--- config.mk ---
export PLATFORM = sky130hd
export DESIGN_NAME = ascon_dec
export DESIGN_NICKNAME = d
export VERILOG_FILES = /design/src/rtl/ascon_dec.sv
export SDC_FILE = /design/constraint.sdc
export NUM_CORES = 2
export LEC_CHECK = 0
export CAP_MARGIN = 20
export CORE_AREA = 10 10 320 322
export DETAILED_ROUTE_END_ITERATION = 10
export DIE_AREA = 0 0 330 332
export PLACE_DENSITY = 0.77
export SLEW_MARGIN = 20
export SYNTH_ARGS = -nofsm -noshare
export SYNTH_HDL_FRONTEND = slang
export SYNTH_HIERARCHICAL = 1
export SYNTH_SLANG_ARGS = --single-unit
--- constraint.sdc ---
create_clock -name clk -period 3.65 [get_ports clk]
set_input_delay 0.9125 -clock clk [delete_from_list [all_inputs] [get_ports clk]]
set_output_delay 0.9125 -clock clk [all_outputs]
set_load 0.005 [all_outputs]
--- src/rtl/ascon_dec.sv ---
// Ascon-128 decryption engine, one permutation round per clock.
// Full 64-bit AD/CT blocks only; plaintext is released ahead of the tag check.
module ascon_p (
   input  logic [4:0][63:0] x,
   input  logic [7:0]       c_r,
   output logic [4:0][63:0] y
);
   function automatic logic [63:0] ror(
      input logic [63:0] v,
      input int unsigned n
   );
      return (v >> n) | (v << (64 - n));
   endfunction

   logic [4:0][63:0] a;
   logic [4:0][63:0] s;

   // constant addition followed by the 5-bit S-box, bit-sliced over 64 lanes
   always_comb begin
      a    = x;
      a[2] = x[2] ^ {56'd0, c_r};
      a[0] = a[0] ^ a[4];
      a[4] = a[4] ^ a[3];
      a[2] = a[2] ^ a[1];
      s    = '0;
      s[0] = a[0] ^ (~a[1] & a[2]);
      s[1] = a[1] ^ (~a[2] & a[3]);
      s[2] = a[2] ^ (~a[3] & a[4]);
      s[3] = a[3] ^ (~a[4] & a[0]);
      s[4] = a[4] ^ (~a[0] & a[1]);
      s[1] = s[1] ^ s[0];
      s[0] = s[0] ^ s[4];
      s[3] = s[3] ^ s[2];
      s[2] = ~s[2];
   end

   assign y[0] = s[0] ^ ror(s[0], 19) ^ ror(s[0], 28);
   assign y[1] = s[1] ^ ror(s[1], 61) ^ ror(s[1], 39);
   assign y[2] = s[2] ^ ror(s[2], 1)  ^ ror(s[2], 6);
   assign y[3] = s[3] ^ ror(s[3], 10) ^ ror(s[3], 17);
   assign y[4] = s[4] ^ ror(s[4], 7)  ^ ror(s[4], 41);
endmodule

module ascon_dec (
   input  logic         clk,
   input  logic         rst,
   input  logic         start,
   input  logic [127:0] key,
   input  logic [127:0] nonce,
   input  logic [127:0] tag_in,
   input  logic         ad_empty,
   input  logic         ct_empty,
   input  logic         ad_valid,
   output logic         ad_ready,
   input  logic         ad_last,
   input  logic [63:0]  ad_data,
   input  logic         ct_valid,
   output logic         ct_ready,
   input  logic         ct_last,
   input  logic [63:0]  ct_data,
   output logic         pt_valid,
   input  logic         pt_ready,
   output logic [63:0]  pt_data,
   output logic         busy,
   output logic         done,
   output logic         tag_ok
);
   localparam logic [63:0] IV  = 64'h80400c0600000000;
   localparam logic [63:0] PAD = 64'h8000000000000000;

   typedef enum logic [3:0] {
      IDLE,
      INIT,
      POST_INIT,
      AD_WAIT,
      AD_PERM,
      AD_PAD,
      CT_WAIT,
      PT_OUT,
      CT_PERM,
      FIN_LOAD,
      FINAL,
      TAG
   } state_t;

   state_t           state;
   logic [4:0][63:0] x;
   logic [4:0][63:0] p_out;
   logic [127:0]     k_r;
   logic [127:0]     tag_r;
   logic             ad_empty_r;
   logic             ct_empty_r;
   logic             last_r;
   logic [3:0]       cnt;
   logic [3:0]       ridx;
   logic [7:0]       c_r;
   logic             twelve;
   logic             last_round;

   // six-round runs reuse the tail of the twelve-round constant schedule
   assign twelve     = (state == INIT) || (state == FINAL);
   assign ridx       = twelve ? cnt : cnt + 4'd6;
   assign c_r        = 8'hf0 - {ridx, 4'h0} + {4'h0, ridx};
   assign last_round = (cnt == (twelve ? 4'd11 : 4'd5));

   ascon_p u_p (
      .x   (x),
      .c_r (c_r),
      .y   (p_out)
   );

   always_ff @(posedge clk) begin
      if (rst) begin
         state      <= IDLE;
         x          <= '0;
         k_r        <= '0;
         tag_r      <= '0;
         ad_empty_r <= 1'b0;
         ct_empty_r <= 1'b0;
         last_r     <= 1'b0;
         cnt        <= '0;
         ad_ready   <= 1'b0;
         ct_ready   <= 1'b0;
         pt_valid   <= 1'b0;
         pt_data    <= '0;
         busy       <= 1'b0;
         done       <= 1'b0;
         tag_ok     <= 1'b0;
      end else begin
         unique case (state)
            IDLE: begin
               if (start) begin
                  x[0]       <= IV;
                  x[1]       <= key[127:64];
                  x[2]       <= key[63:0];
                  x[3]       <= nonce[127:64];
                  x[4]       <= nonce[63:0];
                  k_r        <= key;
                  tag_r      <= tag_in;
                  ad_empty_r <= ad_empty;
                  ct_empty_r <= ct_empty;
                  cnt        <= '0;
                  busy       <= 1'b1;
                  tag_ok     <= 1'b0;
                  state      <= INIT;
               end
            end
            INIT: begin
               x   <= p_out;
               cnt <= cnt + 4'd1;
               if (last_round) begin
                  cnt   <= '0;
                  state <= POST_INIT;
               end
            end
            POST_INIT: begin
               x[3] <= x[3] ^ k_r[127:64];
               x[4] <= x[4] ^ k_r[63:0] ^ {63'd0, ad_empty_r};
               if (!ad_empty_r) begin
                  ad_ready <= 1'b1;
                  state    <= AD_WAIT;
               end else if (ct_empty_r) begin
                  state <= FIN_LOAD;
               end else begin
                  ct_ready <= 1'b1;
                  state    <= CT_WAIT;
               end
            end
            AD_WAIT: begin
               if (ad_valid && ad_ready) begin
                  x[0]     <= x[0] ^ ad_data;
                  last_r   <= ad_last;
                  ad_ready <= 1'b0;
                  cnt      <= '0;
                  state    <= AD_PERM;
               end
            end
            AD_PERM: begin
               x   <= p_out;
               cnt <= cnt + 4'd1;
               if (last_round) begin
                  cnt <= '0;
                  if (last_r) begin
                     x[0]  <= p_out[0] ^ PAD;
                     state <= AD_PAD;
                  end else begin
                     ad_ready <= 1'b1;
                     state    <= AD_WAIT;
                  end
               end
            end
            AD_PAD: begin
               x   <= p_out;
               cnt <= cnt + 4'd1;
               if (last_round) begin
                  cnt  <= '0;
                  x[4] <= p_out[4] ^ 64'd1;
                  if (ct_empty_r) begin
                     state <= FIN_LOAD;
                  end else begin
                     ct_ready <= 1'b1;
                     state    <= CT_WAIT;
                  end
               end
            end
            CT_WAIT: begin
               if (ct_valid && ct_ready) begin
                  pt_data  <= x[0] ^ ct_data;
                  x[0]     <= ct_data;
                  last_r   <= ct_last;
                  ct_ready <= 1'b0;
                  pt_valid <= 1'b1;
                  state    <= PT_OUT;
               end
            end
            PT_OUT: begin
               if (pt_ready) begin
                  pt_valid <= 1'b0;
                  cnt      <= '0;
                  state    <= CT_PERM;
               end
            end
            CT_PERM: begin
               x   <= p_out;
               cnt <= cnt + 4'd1;
               if (last_round) begin
                  cnt <= '0;
                  if (last_r) begin
                     state <= FIN_LOAD;
                  end else begin
                     ct_ready <= 1'b1;
                     state    <= CT_WAIT;
                  end
               end
            end
            FIN_LOAD: begin
               x[0]  <= x[0] ^ PAD;
               x[1]  <= x[1] ^ k_r[127:64];
               x[2]  <= x[2] ^ k_r[63:0];
               cnt   <= '0;
               state <= FINAL;
            end
            FINAL: begin
               x   <= p_out;
               cnt <= cnt + 4'd1;
               if (last_round) begin
                  cnt    <= '0;
                  done   <= 1'b1;
                  tag_ok <= ({p_out[3] ^ k_r[127:64],
                              p_out[4] ^ k_r[63:0]} == tag_r);
                  state  <= TAG;
               end
            end
            TAG: begin
               done  <= 1'b0;
               busy  <= 1'b0;
               state <= IDLE;
            end
            default: state <= IDLE;
         endcase
      end
   end
endmodule

==> reports/results.tsv <==
stage	metric	value	unit
placement	placed cell count	8057	
drt	Detailed Route Iter0 Violations	7581	
logic_synthesis	Post-Syn Area	0.04934	mm²
floorplanning	core area	0.09599	mm²
floorplanning	Starting Density	0.5140	
worst_setup_path	FF-to-FF path depth	18	
cts	root buffer cell	clkbuf_16	
worst_setup_path	worst r2r src	state[1]	
worst_setup_path	CP cell instances	or3b_4 -> a21oi_4 -> nor2_2 -> xor2_1 -> inv_1 -> xor2_2 -> ha_1 -> xor2_2 -> xnor2_2 -> buf_4 -> xnor3_1 -> xnor2_2 -> a2bb2oi_1 -> nand4_1 -> or4_4 -> nor4_4 -> nand4_1 -> o21ai_1	
drt	ANT nets after route	0	
logic_synthesis	Post-Synthesis Cells	5662	
timing	Min Clock Period, post-route	4.193	ns
worst_setup_path	Worst Setup EP	tag_ok	
cts	clk buf depth	3	
floorplanning	Die X	330	µm
layout	post-route insts no fill	8229	
placement	RD Place Congestion	1.128	
outcome	outcome	finished, violations left	
logic_synthesis	Top FF cell, synth	dfxtp_1	
cts	total CTS buffers	81	
cts	Hold Buf Count CTS	0	
logic_synthesis	syn_nets	6315	
logic_synthesis	Compound-Gate Fraction of Synth Area	0.1629	
worst_setup_path	max incr delay on CP	0.53	ns
worst_setup_path	Crit path depth	18	
worst_setup_path	Crit Reg-Reg Endpoint	tag_ok	
outcome	failing checks	negative setup slack	
timing	Finish-stage setup viols	1	
worst_setup_path	CP Launch Point	state[1]	
worst_setup_path	worst endpoint required time	4.26	ns
floorplanning	Die Ht	332	µm
placement	# port buffers	591	
floorplanning	DIE AREA	0.1096	mm²
global_route	first-pass GRT wire length	371.0	mm
logic_synthesis	multiplexer share of the synthesized area	0.002435	
worst_setup_path	Worst path slowest cell	or4_4	
layout	layout cell share with drive strength beyond 1	0.1672	
worst_setup_path	Crit. End Element	flip-flop	
drt	Vias/cell	6.336	
global_route	initial antenna violation count	17	
worst_setup_path	crit path max fanout	3	
worst_setup_path	Worst setup SP type	flip-flop	
logic_synthesis	fraction of registers with async set/reset	0	
timing	fmax	238.5	MHz
cts	CTS tree	built	
floorplanning	row cnt	114	
timing	Final Hold Viols	0	
drt	Total Routed Length	273.0	mm
drt	detailed-route via count	52140	
timing	Tightest Pin Transition	1.334	ns
logic_synthesis	Post-Synth XOR/XNOR Area	0.3471	
floorplanning	io pins	592	
logic_synthesis	synthesized flop and latch total	657	
global_route	grt ovf	0	
logic_synthesis	EDFF count, synth	0	
logic_synthesis	Adder-Cell Fraction of Synth Area	0.04620	
logic_synthesis	Syn Area/Cell	8.714	µm²
drt	Routed WL per cell	33.17	µm
logic_synthesis	synthesis warning total	6	
global_route	largest net degree at the start of global routing	201	
logic_synthesis	main combinational cell family by area after synthesis	XOR/XNOR gates	
drt	DRC	0	
logic_synthesis	Unique masters post-synth	70	
worst_setup_path	Bufs and invs on worst path	2	
global_route	Total GRT Usage	0.4768	
drt	first-pass iteration count of the detailed router	7	
timing	Slew headroom	0.1107	
global_route	vias in the first global route	49230	
cts	H-tree Lvls	3	
worst_setup_path	flop2flop setup slack	-0.54	ns
timing	Max Slew Vio Count	0	
cts	Reg clk slew, reported paths	0.07	ns
worst_setup_path	critical path class	flip-flop to flip-flop	
placement	hpwl dp	218.1	mm
logic_synthesis	sequential element share of the synthesized area	0.2666	
logic_synthesis	Post-Synth Simple-Gate Area	0.1302	
cts	clock latency on the worst-skew pair	0.69	ns
timing	Final Skew	0.02743	ns
layout	NumNets Final	7529	
worst_setup_path	Top delay family on crit path	simple AND/OR/NAND/NOR gates	
timing	Final Cycle Share	1.149	
layout	synthesis-to-layout area growth	33.95	%
run	max-cap violation count	0	
cts	Sink Count	657	
worst_setup_path	crit path DAT	4.81	ns
timing	hold_ws	0.4616	ns
timing	RSZ-0062 raised after global routing	true	
worst_hold_path	worst min path class	flip-flop to flip-flop	
timing	setup ws final	-0.5430	ns
[metal layers]
layer  vias up  routed length (µm)  global-route usage
met4        16               27430              0.3788
met1     25340               96500              0.5642
met2      3821              113600              0.6990
met5         -                 273            0.004980
met3       964               35210              0.1593
li1      22010                   -                   -
[sequential cells by signal, indices dropped and copies added (netlist names)]
| register | count |
|---|---|
| x | 320 |
| k_r | 128 |
| tag_r | 128 |
| pt_data | 64 |
| cnt | 4 |
| state | 4 |
| ad_empty_r | 1 |
| ad_ready | 1 |
| busy | 1 |
| ct_empty_r | 1 |
| ct_ready | 1 |
| done | 1 |
| last_r | 1 |
| pt_valid | 1 |
| tag_ok | 1 |
[cell usage after synthesis, types with 92 or more instances]
master     number  area (µm²)
ha_1          131        1639
a311oi_1      127        1112
xor2_1        328        2873
a21oi_1       306        1531
dfxtp_1       657       13150
o21ai_0       168       840.8
xnor3_1       225        5067
nand2_1       924        3468
nor2_1        469        1760
a22oi_1       132       991.0
o2111ai_1     127        1112
xnor2_1       855        7488
nand3_1       135       675.7
clkbuf_1      221       829.6
buf_2          92       460.4
inv_1         205       769.5
[layout make-up]
type | instances | area [µm²]
Timing Repair Buffer | 1472 | 13310
Clock inverter | 30 | 361.6
Sequential cell | 657 | 13160
Tap cell | 1276 | 1597
Clock buffer | 116 | 2381
Multi-Input combinational cell | 4458 | 34480
Inverter | 206 | 773.2
Fill cell | 7512 | 29900
Antenna cell | 14 | 35.03
[what timing repair did]
| item | 4_1_cts | 5_1_grt |
|---|---|---|
| resized for setup | 14 | 29 |
| setup buffers | 4 | 8 |
| setup endpoints to repair | 2 | 13 |
| pin swaps | 10 | 37 |
[worst min path at each step]
stage / from / end / depth (start not counted) / slack, ns
after global routing: tag_r[87] / tag_r[87] / 2 / 0.49
final: tag_r[87] / tag_r[87] / 2 / 0.46
after detailed placement: tag_r[87] / tag_r[87] / 2 / 0.45
after floorplan: tag_r[87] / tag_r[87] / 2 / 0.44
after global placement: tag_r[87] / tag_r[87] / 2 / 0.45
after CTS: tag_r[87] / tag_r[87] / 2 / 0.46
[worst min-delay path, stage by stage, from the launching register on]
cell and delay [ns]:
dfxtp_1 0.31, nand2_1 0.05, a21oi_1 0.05
[metrics by stage]
step	setup slack [ns]	setup TNS [ns]	instance area, µm²	utilization
floorplan	-0.02666	-0.02666	49410	-
global placement	-0.5120	-0.5218	62970	0.6559
detailed placement	-0.5718	-0.5973	62970	0.6559
CTS	-0.4459	-0.5764	65830	0.6858
global route	-0.7097	-0.9553	66060	0.6882
finish	-0.5430	-0.5430	66090	0.6885
[cell usage in the layout, fill, tap and decap left out, types with 203 or more instances in the layout]
cell type / n
clkdlybuf4s50_1: 590
xnor2_1: 830
dfxtp_1: 655
nor2_1: 465
inv_1: 203
buf_4: 819
xor2_1: 317
a21oi_1: 306
nand2_1: 921
xnor3_1: 224
[logic make-up (layout without fill, tap and decap cells)]
logic type,after synthesis,count (layout)
compound gates,1147,1147
xor+xnor,1498,1498
fa+ha+maj,194,194
buf+inv,547,1824
flops,657,657
mux,12,12
other cells,0,14
simple gates,1607,1607
Power is not shown: default switching activity piles up to over one toggle a cycle in this logic, so the estimate is an artifact.
